`src/rtl/loader_pkg.sv`:
```
// Shared types and constants for the UART memory loader.
// The optional checksum byte is enabled by defining LOADER_CHECKSUM_EN.
package loader_pkg;

  localparam logic [7:0] LOADER_SYNC_BYTE = 8'hA5;

  localparam int BITS_PER_BYTE  = 8;
  localparam int BYTES_PER_WORD = 2;
  localparam int COUNT_BYTES    = 2;

  typedef enum logic [1:0] {
    RX_IDLE,
    RX_START,
    RX_DATA,
    RX_STOP
  } rx_state_t;

  typedef enum logic [2:0] {
    L_IDLE,
    L_CNT_HI,
    L_CNT_LO,
    L_DATA_HI,
    L_DATA_LO,
`ifdef LOADER_CHECKSUM_EN
    L_CSUM,
`endif
    L_FINISH,
    L_ERR
  } loader_state_t;

endpackage

```
`src/rtl/uart_rx.sv`:
```
// 8N1 UART receiver: synchronizer, baud counter, bit shifter and RX FSM.
// Emits a one-cycle byte_valid (good stop bit) or framing_err (low stop bit).
module uart_rx
  import loader_pkg::*;
#(
  parameter int CLKS_PER_BIT = 434
) (
  input  logic       CLK_50,
  input  logic       resetN,
  input  logic       rx_line,
  output logic       byte_valid,
  output logic [7:0] byte_data,
  output logic       framing_err
);

  localparam int CNT_W = $clog2(CLKS_PER_BIT) + 1;
  localparam logic [CNT_W-1:0] BIT_LAST  = CNT_W'(CLKS_PER_BIT - 1);
  localparam logic [CNT_W-1:0] HALF_LAST = CNT_W'(CLKS_PER_BIT / 2 - 1);

  logic            rx_meta;
  logic            rx_sync;
  logic            rx_prev;
  rx_state_t       state;
  logic [CNT_W-1:0] cnt;
  logic [2:0]      bit_idx;
  logic [7:0]      shift;

  // Bring the asynchronous line into the clock domain; rx_prev feeds edge detect.
  always_ff @(posedge CLK_50 or negedge resetN) begin
    if (!resetN) begin
      rx_meta <= 1'b1;
      rx_sync <= 1'b1;
      rx_prev <= 1'b1;
    end else begin
      rx_meta <= rx_line;
      rx_sync <= rx_meta;
      rx_prev <= rx_sync;
    end
  end

  // Receiver FSM: mid-bit sampling driven by a per-bit cycle counter.
  always_ff @(posedge CLK_50 or negedge resetN) begin
    if (!resetN) begin
      state       <= RX_IDLE;
      cnt         <= '0;
      bit_idx     <= '0;
      shift       <= '0;
      byte_valid  <= 1'b0;
      byte_data   <= '0;
      framing_err <= 1'b0;
    end else begin
      byte_valid  <= 1'b0;
      framing_err <= 1'b0;
      case (state)
        RX_IDLE: begin
          cnt <= '0;
          if (rx_prev && !rx_sync) state <= RX_START;
        end
        RX_START: begin
          if (cnt == HALF_LAST) begin
            cnt <= '0;
            if (!rx_sync) begin
              state   <= RX_DATA;
              bit_idx <= '0;
            end else begin
              state <= RX_IDLE;
            end
          end else begin
            cnt <= cnt + 1'b1;
          end
        end
        RX_DATA: begin
          if (cnt == BIT_LAST) begin
            cnt   <= '0;
            shift <= {rx_sync, shift[7:1]};
            if (bit_idx == 3'd7) state <= RX_STOP;
            else bit_idx <= bit_idx + 1'b1;
          end else begin
            cnt <= cnt + 1'b1;
          end
        end
        RX_STOP: begin
          if (cnt == BIT_LAST) begin
            cnt   <= '0;
            state <= RX_IDLE;
            if (rx_sync) begin
              byte_valid <= 1'b1;
              byte_data  <= shift;
            end else begin
              framing_err <= 1'b1;
            end
          end else begin
            cnt <= cnt + 1'b1;
          end
        end
        default: state <= RX_IDLE;
      endcase
    end
  end

endmodule

```
`src/rtl/uart_mem_loader.sv`:
```
// Serial memory loader: parses SYNC/COUNT/words from the UART and drives a
// memory write port while holding the CPU in reset.
// Define LOADER_CHECKSUM_EN to require a trailing XOR checksum byte.
module uart_mem_loader
  import loader_pkg::*;
#(
  parameter int CLK_FREQ       = 50_000_000,
  parameter int BAUD           = 115_200,
  parameter int DATA_WIDTH     = 16,
  parameter int REGISTER_COUNT = 2**12
) (
  input  logic                              CLK_50,
  input  logic                              resetN,
  input  logic                              uart_rx,
  output logic [$clog2(REGISTER_COUNT)-1:0] mem_addr,
  output logic [DATA_WIDTH-1:0]             mem_wdata,
  output logic                              mem_we,
  output logic                              cpu_hold,
  output logic                              load_done,
  output logic                              load_error
);

  localparam int CLKS_PER_BIT = CLK_FREQ / BAUD;
  localparam int ADDR_W       = $clog2(REGISTER_COUNT);
  localparam logic [16:0] MAX_COUNT = 17'(REGISTER_COUNT);

`ifdef LOADER_CHECKSUM_EN
  localparam loader_state_t AFTER_DATA = L_CSUM;
`else
  localparam loader_state_t AFTER_DATA = L_FINISH;
`endif

  logic          byte_valid;
  logic [7:0]    byte_data;
  logic          framing_err;
  loader_state_t state;
  logic [15:0]   count;
  logic [15:0]   index;
  logic [7:0]    hi_byte;
  logic [7:0]    csum;

  uart_rx #(
    .CLKS_PER_BIT(CLKS_PER_BIT)
  ) u_rx (
    .CLK_50     (CLK_50),
    .resetN     (resetN),
    .rx_line    (uart_rx),
    .byte_valid (byte_valid),
    .byte_data  (byte_data),
    .framing_err(framing_err)
  );

  // Loader FSM: one byte consumed per byte_valid, all outputs registered.
  always_ff @(posedge CLK_50 or negedge resetN) begin
    if (!resetN) begin
      state      <= L_IDLE;
      count      <= '0;
      index      <= '0;
      hi_byte    <= '0;
      csum       <= '0;
      mem_addr   <= '0;
      mem_wdata  <= '0;
      mem_we     <= 1'b0;
      cpu_hold   <= 1'b0;
      load_done  <= 1'b0;
      load_error <= 1'b0;
    end else begin
      mem_we <= 1'b0;
      case (state)
        L_IDLE: begin
          if (byte_valid && byte_data == LOADER_SYNC_BYTE) begin
            cpu_hold   <= 1'b1;
            load_done  <= 1'b0;
            load_error <= 1'b0;
            index      <= '0;
            csum       <= '0;
            state      <= L_CNT_HI;
          end
        end
        L_CNT_HI: begin
          if (framing_err) state <= L_ERR;
          else if (byte_valid) begin
            count[15:8] <= byte_data;
            state       <= L_CNT_LO;
          end
        end
        L_CNT_LO: begin
          if (framing_err) state <= L_ERR;
          else if (byte_valid) begin
            count[7:0] <= byte_data;
            if ({1'b0, count[15:8], byte_data} > MAX_COUNT) state <= L_ERR;
            else if ({count[15:8], byte_data} == 16'd0) state <= AFTER_DATA;
            else state <= L_DATA_HI;
          end
        end
        L_DATA_HI: begin
          if (framing_err) state <= L_ERR;
          else if (byte_valid) begin
            hi_byte <= byte_data;
            csum    <= csum ^ byte_data;
            state   <= L_DATA_LO;
          end
        end
        L_DATA_LO: begin
          if (framing_err) state <= L_ERR;
          else if (byte_valid) begin
            mem_we    <= 1'b1;
            mem_addr  <= index[ADDR_W-1:0];
            mem_wdata <= DATA_WIDTH'({hi_byte, byte_data});
            csum      <= csum ^ byte_data;
            index     <= index + 16'd1;
            if (index + 16'd1 == count) state <= AFTER_DATA;
            else state <= L_DATA_HI;
          end
        end
`ifdef LOADER_CHECKSUM_EN
        L_CSUM: begin
          if (framing_err) state <= L_ERR;
          else if (byte_valid) begin
            if (byte_data == csum) state <= L_FINISH;
            else state <= L_ERR;
          end
        end
`endif
        L_FINISH: begin
          load_done <= 1'b1;
          cpu_hold  <= 1'b0;
          state     <= L_IDLE;
        end
        L_ERR: begin
          load_error <= 1'b1;
          cpu_hold   <= 1'b0;
          state      <= L_IDLE;
        end
        default: state <= L_IDLE;
      endcase
    end
  end

endmodule

```
`config.mk`:
```
export PLATFORM = sky130hd
export DESIGN_NAME = uart_mem_loader
export DESIGN_NICKNAME = d
export VERILOG_FILES = /design/src/rtl/loader_pkg.sv /design/src/rtl/uart_rx.sv /design/src/rtl/uart_mem_loader.sv
export SDC_FILE = /design/constraint.sdc
export NUM_CORES = 1
export LEC_CHECK = 0
export ABC_AREA = 1
export CORE_UTILIZATION = 34
export CTS_BUF_LIST = sky130_fd_sc_hd__clkbuf_4 sky130_fd_sc_hd__clkbuf_8 sky130_fd_sc_hd__clkbuf_16
export DETAILED_ROUTE_END_ITERATION = 16
export GPL_TIMING_DRIVEN = 0
export SLEW_MARGIN = 10
export SYNTH_ARGS = -nofsm -noshare
export SYNTH_HDL_FRONTEND = slang
export SYNTH_SLANG_ARGS = --single-unit
```
`constraint.sdc`:
```
create_clock -name CLK_50 -period 1.63 [get_ports CLK_50]
set_input_delay 0.489 -clock CLK_50 [delete_from_list [all_inputs] [get_ports CLK_50]]
set_output_delay 0.489 -clock CLK_50 [all_outputs]
set_load 0.03 [all_outputs]
```
# Yosys cells after proc, flatten, opt, wreduce, memory -nomap -nowiden
# Index checks and enable logic that the tools add are counted.
[word_totals]
regBits = 111
in_bits = 3
output_inout_bits = 32
word_cells = 126
[classes]
addsub = 3
magnitude_cmp = 1
n_eq_ne = 28
muxes = 46
bitwise_logic = 1
n_reduce_logical = 26
[ops]
columns = ["op", "n"]
rows = [
  ["16-bit two-way mux", 3],
  ["3-bit two-way mux", 16],
  ["16-bit one-hot mux with 2 select lines", 1],
  ["10-bit one-hot mux with 3 select lines", 1],
  ["10-bit two-way mux", 2],
  ["16-bit by 1-bit adder with 16-bit output (second input constant)", 1],
  ["16-bit equality test", 1],
  ["16-bit by 13-bit > comparator with 1-bit output (second input constant)", 1],
  ["16-bit zero test", 1],
  ["3-bit one-hot mux with 5 select lines", 1],
  ["3-bit AND reduction", 5],
  ["5-bit AND reduction", 3],
  ["3-bit equality test (second input constant)", 4],
  ["2-bit two-way mux", 6],
  ["2-bit by 1-bit inequality test with 1-bit output (second input constant)", 6],
  ["3-bit by 1-bit inequality test with 1-bit output (second input constant)", 4],
  ["1-bit two-way mux", 11],
  ["10-bit by 1-bit adder with 10-bit output (second input constant)", 1],
  ["10-bit by 8-bit equality test with 1-bit output (second input constant)", 1],
  ["10-bit by 9-bit equality test with 1-bit output (second input constant)", 1],
  ["2-bit nonzero test", 5],
  ["8-bit equality test (second input constant)", 1],
  ["2-bit inequality test (second input constant)", 4],
  ["2-bit one-hot mux with 4 select lines", 1],
  ["15 further kinds", 24],
]

# Longest topological paths before layout
# Gate-level depths: netlist of run 1.
[logic_depth]
word_depth = 6
depth_mapped = 17
depth_no_buf = 17

# Hierarchy
# A second synthesis of run 1 with hierarchy kept.
[hier_totals]
cells_unflattened = 662
hier_area_um2 = 5323.9
[by_module_without_submodules]
columns = ["mod", "instances", "cells_each", "area_per_inst_um2", "seq_area_each_um2"]
rows = [
  ["uart_mem_loader", 1, 473, 3678.5, 1876.8],
  ["uart_rx", 1, 189, 1645.3, 904.6],
]

# Worst setup path after synthesis of run 1
# No wires, ideal clock.
[synth_timing]
path_type = "reg2reg"
from = "register index[0]"
to = "register state[1]"
setup_time_ns = 0.117
t_arrival_ns = 1.672
required_time_ns = 1.513
path_slack_ns = -0.159
stages_incl_launch_ff = 15
path_buffers = 0
period_less_slack_ns = 1.789
cell_sequence = "dfrtp_1 > ha_1 > or2_2 > nand3b_1 > nand2_1 > nor2_1 > nand3_1 > nor2_1 > nand2_1 > nor2_1 > nand3_1 > nand2_1 > nand2_1 > nand2_1 > nand2_1"
[synth_via]
elab_chain_cells = 6
[synth_rtl]
columns = ["element", "line_no", "text"]
rows = [
  ["start: declaration", "uart_mem_loader.sv:38", "logic [15:0] index;"],
  ["start signal: assignment", "uart_mem_loader.sv:111", "index <= index + 16'd1;"],
  ["16-bit by 1-bit adder with 16-bit output", "uart_mem_loader.sv:112", "if (index + 16'd1 == count) state <= AFTER_DATA;"],
  ["16-bit equality test", "uart_mem_loader.sv:112", ""],
  ["3-bit two-way mux", "uart_mem_loader.sv:112", ""],
  ["3-bit two-way mux", "uart_mem_loader.sv:106", "else if (byte_valid) begin"],
  ["3-bit two-way mux", "uart_mem_loader.sv:105", "if (framing_err) state <= L_ERR;"],
  ["3-bit one-hot mux with 5 select lines", "uart_mem_loader.sv:69", "case (state)"],
  ["end signal: assignment", "uart_mem_loader.sv:105", ""],
  ["end signal: assignment", "uart_mem_loader.sv:112", ""],
  ["end signal: assignment", "uart_mem_loader.sv:113", "else state <= L_DATA_HI;"],
  ["end: declaration", "uart_mem_loader.sv:36", "loader_state_t state;"],
]
# No other way between the ends. The select of a mux whose other input is x is not followed.
# A chain may end at the register's enable or synchronous reset.

# Worst setup path after layout of run 1
[layout_timing]
from = "register index[0]"
to = "register state[2]"
# Same word-level chain as after synthesis.

==> metrics, run 1 <==
critical path launch point type flip-flop; post-DR wirelength/cell 14.8 um; Yosys top cell by area dfrtp_1; Worst EP required ~1.9 ns; row count 45; Seq/Total Area, Yosys 0.525; power per cell area roughly 890 nW/um^2; CP delay by family, top simple AND/OR/NAND/NOR gates; DR vias 4614; unrepaired setup endpoints after global routing true; port bufs 34; Root Driver clkbuf_16; Worst Tran Pin Value 0.487 ns; Final GP Congestion 0.878; TritonCTS buffer count 9; DPL Wire Length ~9000 um; Placed Area roughly 6000 sq um; run status complete, but fails checks; first drt pass iteration count 5; synthesized area about 5300 sq um; fin crit share 1.21; sw frac 0.293; initial core utilization 0.349; synth unique cells 34; Setup WS post-layout -0.338 ns; Final Hold Violating Endpoints 0; Tmin final 1.97 ns; Yosys reg bits approximately 110; Ant. Diodes 0; power share of the combinational group 0.195; DR iter-0 viols 350; CTS Hold Bufs 0; Lkg Pwr 3.17 nW; vias in the first global route 4686; Worst-path clk slew 0.07 ns; initial antenna violation count 0; die height 127 um; final setup fails 53; area delta synth->final 32.1%; Longest Clk Path Bufs 2; Finished Cell Area 7000 sq um; Switching Power between 0.0015 and 0.002 W; Synth Area per Inst just over 8 sq um; Fmax achieved 508 MHz; clk_skew 0.00909 ns; failing checks setup timing; DR DRC count 0; share of cells above drive strength 1 0.238; number of nets in the layout 739; number of fill cells 1428; pin count of the biggest net entering global routing 63; internal power 0.00439 W; arrival time at the worst endpoint 2.22 ns; Post-Syn Nets around 660; Critical Path Fanout Max 6; # H-tree levels 3; final core occ 0.461; DR vias/cell ~5; worst vdd ir 810 uV; slowest CP cell dfrtp_2; Ys Warns 0; first-pass GRT wire length 22400 um; Die W about 130 um; relative slew slack 0.676; Cells after Synth 649; final setup TNS -3.06 ns; DRT antenna net count 0; DIE AREA 16100 sq um; Final Power 0.00620 W; Crit path largest cell delay 0.41 ns; CP Cell Sequence ha_4 -> nand2_4 -> nor2_4 -> buf_4 -> nand4_1 -> nand3_1 -> nand2_1 -> nand2_1 -> nor2_4 -> nand3_1 -> nand2_1 -> nand2_1 -> nand2_1 -> nand2_1 -> nand2_1; worst skew pair latency 0.36 ns; Crit. End Element flip-flop; Synth top area share 0.510; max-cap viol count 0; Area contributors post-synth dfrtp_1, nand2_1, o21ai_0; CTS tree done; Non-Filler Instances slightly above 900; # IOs 35; grt ovf 0; kind of critical path flip-flop to flip-flop; Most common cell on crit path nand2_1; GRT Total Usage 0.178; sequential fraction of design power 0.465; Worst Hold Class primary input to asynchronous set/reset pin; Slew Limit Fails 0; commonest cells after routing, fill and taps aside nand2_1, dfrtp_1, inv_1; total clock sinks 111; placed cell count 872; clock share of power 0.341; commonest non-fill, non-tap cell in the layout nand2_1; Worst Path Buf+Inv 1; WL final 13600 um; core area 15200 sq um
metal layers:
metal	global-route usage	routed length (um)	vias up
met3	0.0418	411	31
met1	0.204	5710	2229
met2	0.317	7040	90
li1	-	-	2264
met4	0.0784	408	0
met5	0	0	-
final cells by class:
type                       count  area (sq um)  area share
buffer                        12           111      0.0159
inverter                      76           285      0.0407
tap                          188           235      0.0336
sequential                   111          2790       0.398
multi-input combinational    451          2670       0.382
clock buffer                  12           248      0.0354
clock inverter                 4          32.5     0.00465
timing repair buffer          65           628      0.0897
worst paths after layout:
check / end / from / cells after the start / slack (ns)
worst max-delay path: state[2] / index[0] / 15 / -0.34
worst min-delay path: mem_addr[4] / resetN / 1 / 0.06
worst max register to register: state[2] / index[0] / 15 / -0.34
worst min register to register: u_rx.rx_sync / u_rx.rx_meta / 0 / 0.36
max in group asynchronous: u_rx.rx_prev / resetN / 2 / 0.86
min in group CLK_50: u_rx.rx_sync / u_rx.rx_meta / 0 / 0.36
cells in the mapped netlist:
cell type  number
nand2_2         2
a211oi_1        1
nor2_2          1
o21ai_1         1
inv_1          75
a31o_2          1
nor3_1          6
dfrtp_1       108
o21bai_1        1
nor3b_1         3
or2_2           2
a21oi_1         7
o21ai_0        75
clkinv_1        1
clkbuf_1        7
nand3b_1        6
o22ai_1        10
nand4_1        18
and3_1          1
nor4_1          5
buf_2           5
nor2_4          5
buf_1           1
a21o_1          1
xnor2_1         3
nand2_1       197
nand3_1        45
nor2_1         40
o21a_1          1
o211ai_1        1
ha_1           10
xor2_1          5
nand3_2         1
dfstp_2         3
timing repair:
item,CTS,global route
setup endpoints to repair,118,117
setup buffers,18,10
gates cloned,4,0
resized for setup,152,90
pin swaps,19,16
state kept, by name, summed over array words and instances, names as in the netlist, named ones only:
register          flops
count                16
cpu_hold              1
hi_byte               8
index                16
load_done             1
load_error            1
mem_addr             12
mem_wdata            16
mem_we                1
state                 3
u_rx.bit_idx          3
u_rx.byte_data        8
u_rx.byte_valid       1
u_rx.cnt             10
u_rx.framing_err      1
u_rx.rx_meta          1
u_rx.rx_prev          1
u_rx.rx_sync          1
u_rx.shift            8
u_rx.state            1
cell families after synthesis:
logic type / synth area share
flip-flops: 0.525
buffers and inverters: 0.0642
AO/OA/AOI/OAI: 0.0989
adder cells (fa/ha/maj): 0.0236
XOR/XNOR: 0.0132
AND/OR/NAND/NOR: 0.275
through the flow:
step / hold WS, ns / setup slack (ns)
CTS: 0.0848 / -0.258
finish: 0.0625 / -0.338
detailed placement: 0.351 / -0.519
global placement: 0.347 / -4.18
floorplan: 0.193 / -0.110
global route: 0.0973 / -0.528
power groups by stage:
stage	logic (W)	clock network, W	registers [W]
2_1_floorplan	0.000388	0	0.00291
3_3_place_gp	0.000525	0	0.00291
3_5_place_dp	0.000567	0	0.00292
4_1_cts	0.00100	0.00219	0.00287
5_1_grt	0.00132	0.00229	0.00289
6_report	0.00121	0.00211	0.00288
Note: power is estimated with default switching activity, not from simulation.
==> run 2: changes to the inputs <==
--- a/config.mk
+++ b/config.mk
@@ -10,6 +10,7 @@
 export CTS_BUF_LIST = sky130_fd_sc_hd__clkbuf_4 sky130_fd_sc_hd__clkbuf_8 sky130_fd_sc_hd__clkbuf_16
 export DETAILED_ROUTE_END_ITERATION = 16
 export GPL_TIMING_DRIVEN = 0
+export PLACE_DENSITY = 0.56
 export SLEW_MARGIN = 10
 export SYNTH_ARGS = -nofsm -noshare
 export SYNTH_HDL_FRONTEND = slang
==> metrics, run 2 (synthesized netlist as in run 1, its figures left out) <==
run status complete, but fails checks; failing checks setup timing; commonest non-fill, non-tap cell in the layout nand2_1; clock share of power 0.354 (+0.013); global routing's busiest layer met2; relative slew slack 0.712 (+0.0360); sw frac 0.288 (-0.00413); DR vias/cell 5.05 (+0.59%); die height 127 um (unchanged); clk_skew 0.0140 ns (+0.00494 ns); Switching Power 0.00178 W (-2.0%); DR DRC count 0 (unchanged); power share of the combinational group 0.180 (-0.015); Worst Tran Pin Value 0.429 ns (-0.0580 ns); Crit path largest cell delay 0.45 ns (+0.04 ns); unrepaired setup endpoints after global routing true; row count 45 (unchanged); Most common cell on crit path nand2_1; M1 GR Usage 0.215 (+0.0115); internal power 0.00439 W (about the same); Crit. End Element flip-flop; power per cell area 860 nW/um^2 (-2.9%); # IOs 35 (unchanged); final setup fails 48 (-9.4%); TritonCTS buffer count 9 (unchanged); first drt pass iteration count 7 (+2); initial core utilization 0.349 (unchanged); total clock sinks 111 (unchanged); Critical Path Fanout Max 5 (-1); sequential fraction of design power 0.467 (+0.002); Final Hold Violating Endpoints 0 (unchanged); biggest regs count (16), index (16), mem_wdata (16); Fmax achieved 497 MHz (-2.2%); fin crit share 1.23 (+0.0267); critical path launch point type flip-flop; Tmin final 2.01 ns (+0.0436 ns); WL final 14300 um (+5.3%); Final GP Congestion 0.894 (+1.7%); Ant. Diodes 0 (unchanged); DPL Wire Length 9120 um (+0.96%); Longest Clk Path Bufs 2 (unchanged); port bufs 34 (unchanged); number of nets in the layout 750 (+1.5%); slowest CP cell dfrtp_2; met2 Use GR 0.315 (-0.00194); # H-tree levels 3 (unchanged); Worst EP required 1.89 ns (about the same); Worst-path clk slew 0.08 ns (about the same); pin count of the biggest net entering global routing 78 (+24%); Worst Hold Class primary input to asynchronous set/reset pin; post-DR wirelength/cell 15.4 um (+4.0%); GR Layer Usage met3 0.0363 (-0.00548); area delta synth->final 35.2%; Setup WS post-layout -0.381 ns (-0.0436 ns); DR vias 4697 (+1.8%); CP Cell Sequence ha_4 -> buf_6 -> xnor2_2 -> nand2_1 -> nand2_2 -> nor2_4 -> nand3_2 -> nor2_2 -> nand2_1 -> nor2_1 -> nand3_1 -> nand2_1 -> nand2_1 -> nand2_1 -> nand2_1; Root Driver clkbuf_16; Finished Cell Area 7170 sq um (+2.3%); worst vdd ir 775 uV (-4.4%); DIE AREA 16100 sq um (unchanged); grt ovf 0 (unchanged); worst skew pair latency 0.37 ns (about the same); DRT antenna net count 0 (unchanged); core area 15200 sq um (unchanged); initial antenna violation count 0 (unchanged); final core occ 0.471 (+0.0108); commonest cells after routing, fill and taps aside nand2_1, dfrtp_1, inv_1; Placed Area 5930 sq um (unchanged); Lkg Pwr 3.24 nW (+2.4%); max-cap viol count 0 (unchanged); placed cell count 872 (unchanged); arrival time at the worst endpoint 2.27 ns (+0.05 ns); number of fill cells 1440 (+0.84%); kind of critical path flip-flop to flip-flop; CTS tree done; DR iter-0 viols 387 (+11%); first-pass GRT wire length 22300 um (-0.62%); GRT Total Usage 0.179 (+0.000700); Slew Limit Fails 0 (unchanged); Die W 127 um (unchanged); Non-Filler Instances 930 (+1.2%); vias in the first global route 4567 (-2.5%); share of cells above drive strength 1 0.272 (+0.0342)
## run 2: cell count changes in the layout (fill, tap and decap cells not counted), moves of 4 or more
cell,previous run,this run
nand2_2,17,33
nand2_1,175,161
clkdlybuf4s15_1,21,17
buf_4,20,29
## run 2: worst paths after layout
path / startpoint / endpoint / slack (ns) / cells after the start
setup / recovery: index[0] / state[1] / -0.38 / 15
hold / removal: resetN / mem_addr[2] / 0.02 / 1
setup reg to reg: index[0] / state[1] / -0.38 / 15
hold reg to reg: u_rx.rx_meta / u_rx.rx_sync / 0.36 / 0
max in group asynchronous: resetN / u_rx.rx_prev / 0.87 / 2
min in group CLK_50: u_rx.rx_meta / u_rx.rx_sync / 0.36 / 0
## run 2: final cells by class
class / instances / area, sq um / share of cell area
Sequential cell: 111 / 2790 / 0.389
Multi-Input combinational cell: 449 / 2700 / 0.377
Timing Repair Buffer: 78 / 756 / 0.105
Inverter: 76 / 288 / 0.0402
Clock buffer: 11 / 246 / 0.0344
Tap cell: 188 / 235 / 0.0328
Buffer: 12 / 110 / 0.0154
Clock inverter: 5 / 42.5 / 0.00594
## run 2: power groups by stage
stage / sequential (W) / combinational [W] / clock [W]
after detailed placement: 0.00292 / 0.000563 / 0
after CTS: 0.00287 / 0.000804 / 0.00224
final: 0.00288 / 0.00111 / 0.00218
after global placement: 0.00292 / 0.000534 / 0
after floorplan: 0.00291 / 0.000388 / 0
after global routing: 0.00288 / 0.00121 / 0.00232
## run 2: repair_timing
action                     in CTS  in global routing
setup buffers                  22                 18
pin swaps                      20                 41
resized for setup             135                122
setup endpoints to repair     118                114
gates cloned                    2                  1
hold buffers                    0                  0
## run 2: stage by stage
stage                     total power [W]  hold slack [ns]  TNS (ns)  worst slack [ns]
after floorplan                   0.00329            0.193    -0.249            -0.110
after global placement            0.00345            0.347   -481.83             -4.21
after detailed placement          0.00348            0.349    -23.62            -0.510
after CTS                         0.00592           0.0172     -1.12            -0.300
after global routing              0.00642           0.0341     -9.32            -0.583
final                             0.00616           0.0210     -2.42            -0.381
## run 2: worst max-delay path, delay by kind of cell, from the launching register on
family | cells | cell delay (ns)
buf+inv | 1 | 0.12
flops | 1 | 0.45
fa+ha+maj | 1 | 0.20
xor+xnor | 1 | 0.13
simple gates | 12 | 1.01
## run 2: per-layer routing
layer  wire length (um)  vias to the layer above
met5                  0                        -
met2               7480                       67
li1                   -                     2293
met3                323                       16
met4                261                        0
met1               6220                     2321
==> run 3: changes to the inputs <==
--- a/config.mk
+++ b/config.mk
@@ -10,6 +10,7 @@
 export CTS_BUF_LIST = sky130_fd_sc_hd__clkbuf_4 sky130_fd_sc_hd__clkbuf_8 sky130_fd_sc_hd__clkbuf_16
 export DETAILED_ROUTE_END_ITERATION = 16
 export GPL_TIMING_DRIVEN = 0
+export MAX_ROUTING_LAYER = met4
 export PLACE_DENSITY = 0.56
 export SLEW_MARGIN = 10
 export SYNTH_ARGS = -nofsm -noshare
==> metrics, run 3 (synthesized netlist as in run 1, its figures left out) <==
Setup WS pre-CTS -0.498 ns (+0.0115 ns); Crit. End Element flip-flop; # H-tree levels 3 (unchanged); commonest cells after routing, fill and taps aside nand2_1, dfrtp_1, inv_1; Worst EP required 1.93 ns (+0.04 ns); vias in the first global route 4513 (-1.2%); Setup WS post-layout -0.305 ns (+0.0765 ns); pin count of the biggest net entering global routing 78 (unchanged); Worst-path clk slew 0.07 ns (about the same); run status complete, but fails checks; fin crit share 1.19 (-0.0469); unrepaired setup endpoints after global routing true; Lkg Pwr 3.15 nW (-2.9%); Worst Hold Class primary input to asynchronous set/reset pin; port bufs 34 (unchanged); die height 127 um (unchanged); initial antenna violation count 0 (unchanged); DR iter-0 viols 259 (-33%); WL final 13400 um (-5.9%); Final Power 0.00624 W (+1.3%); Die W 127 um (unchanged); final hold slack 0.0285 ns (+0.00749 ns); biggest regs count (16), index (16), mem_wdata (16); commonest non-fill, non-tap cell in the layout nand2_1; share of cells above drive strength 1 0.208 (-0.0640); Ant. Diodes 0 (unchanged); TritonCTS buffer count 9 (unchanged); core area 15200 sq um (unchanged); Final Hold Violating Endpoints 0 (unchanged); relative slew slack 0.647 (-0.0644); initial core utilization 0.349 (unchanged); clk_skew 0.00735 ns (-0.00669 ns); final setup fails 62 (+29%); post-DR wirelength/cell 14.6 um (-4.6%); CP Launch Point index[1]; power per cell area 909 nW/um^2 (+5.7%); DR vias 4563 (-2.9%); Critical R2R Launch index[1]; Longest Clk Path Bufs 2 (unchanged); arrival time at the worst endpoint 2.23 ns (-0.04 ns); Fmax achieved 517 MHz (+4.0%); DR vias/cell 4.97 (-1.6%); placed cell count 872 (unchanged); Final GP Congestion 0.902 (+0.92%); number of nets in the layout 738 (-1.6%); first drt pass iteration count 4 (-3); worst vdd ir 681 uV (-12%); kind of critical path flip-flop to flip-flop; CTS tree done; GRT Total Usage 0.181 (+0.00240); DRT antenna net count 0 (unchanged); critical path launch point type flip-flop; Root Driver clkbuf_16; max-cap viol count 0 (unchanged); total clock sinks 111 (unchanged); Worst Tran Pin Value 0.529 ns (+0.101 ns); Slew Limit Fails 0 (unchanged); Tmin final 1.93 ns (-0.0765 ns); row count 45 (unchanged); failing checks setup timing; first-pass GRT wire length 21900 um (-1.8%); grt ovf 0 (unchanged); worst skew pair latency 0.36 ns (about the same); Non-Filler Instances 918 (-1.3%); Critical Path Fanout Max 7 (+2); CTS Hold Bufs 0 (unchanged); DPL Wire Length 9090 um (-0.39%); final core occ 0.452 (-0.0196); DR DRC count 0 (unchanged); DIE AREA 16100 sq um (unchanged); # IOs 35 (unchanged); area delta synth->final 29.5%
==> run 3: changes by cell type in the layout (fill, tap and decap cells not counted), moves of 4 or more <==
cell / before / now
nand2_2: 33 / 16
nand2_1: 161 / 175
buf_4: 29 / 22
buf_6: 15 / 9
nor2_4: 15 / 9
nor2_1: 22 / 27
nand3_1: 34 / 38
==> run 3: routing by layer <==
layer | global-route usage | share of wire | vias up
li1 | - | - | 2272
met1 | 0.203 | 0.43 | 2202
met2 | 0.312 | 0.51 | 67
met3 | 0.0418 | 0.028 | 22
met4 | 0.0742 | 0.026 | 0
met5 | - | 0 | -
==> run 3: power breakdown <==
part           internal, W  switching [W]
registers          0.00282      0.0000614
logic             0.000438       0.000584
clock network      0.00132        0.00102
total              0.00458        0.00166
==> run 3: critical path: stages, from the launching register on <==
cell	delay, ns
dfrtp_2	0.42
ha_4	0.19
nand2_4	0.07
nor2_4	0.21
nand3_1	0.14
nand2_1	0.11
nand3_1	0.07
nand2_1	0.07
nand2_1	0.06
nor2_2	0.15
nand3_1	0.11
nand2_1	0.07
nand2_1	0.05
nand2_1	0.05
nand2_1	0.05
nand2_1	0.07
==> run 3: path summary, 6_finish.rpt <==
| kind | cells after the start | slack, ns | to |
|---|---|---|---|
| max | 15 | -0.30 | state[2] |
| min | 1 | 0.03 | mem_addr[4] |
| max reg2reg | 15 | -0.30 | state[2] |
| min reg2reg | 0 | 0.36 | u_rx.rx_sync |
| max in group asynchronous | 2 | 0.86 | u_rx.rx_sync |
| min in group CLK_50 | 0 | 0.36 | u_rx.rx_sync |
==> run 3: area by class of cell <==
cell class | count | area [sq um]
clock inverters | 4 | 51.3
inverters | 76 | 285
clock buffers | 12 | 267
plain buffers | 13 | 85.1
well taps | 188 | 235
flip-flops and latches | 111 | 2790
multi-input cells | 449 | 2530
repair buffers | 65 | 624
fillers | 1450 | 8330
==> run 3: per-stage QoR <==
step | instance area, sq um | setup TNS, ns
6_report | 6870 | -8.29
5_1_grt | 6870 | -21.36
4_1_cts | 6630 | -8.78
3_5_place_dp | 5930 | -22.38
3_3_place_gp | 5900 | -481.43
2_1_floorplan | 5320 | -0.249
==> run 3: repair_timing <==
item                                   4_1_cts  5_1_grt
buffers inserted                            26        8
endpoints found under the hold margin        0        0
cloned                                       2        0
resized for setup                          125       74
setup endpoints to repair                  118      117
pin swaps                                   27       25
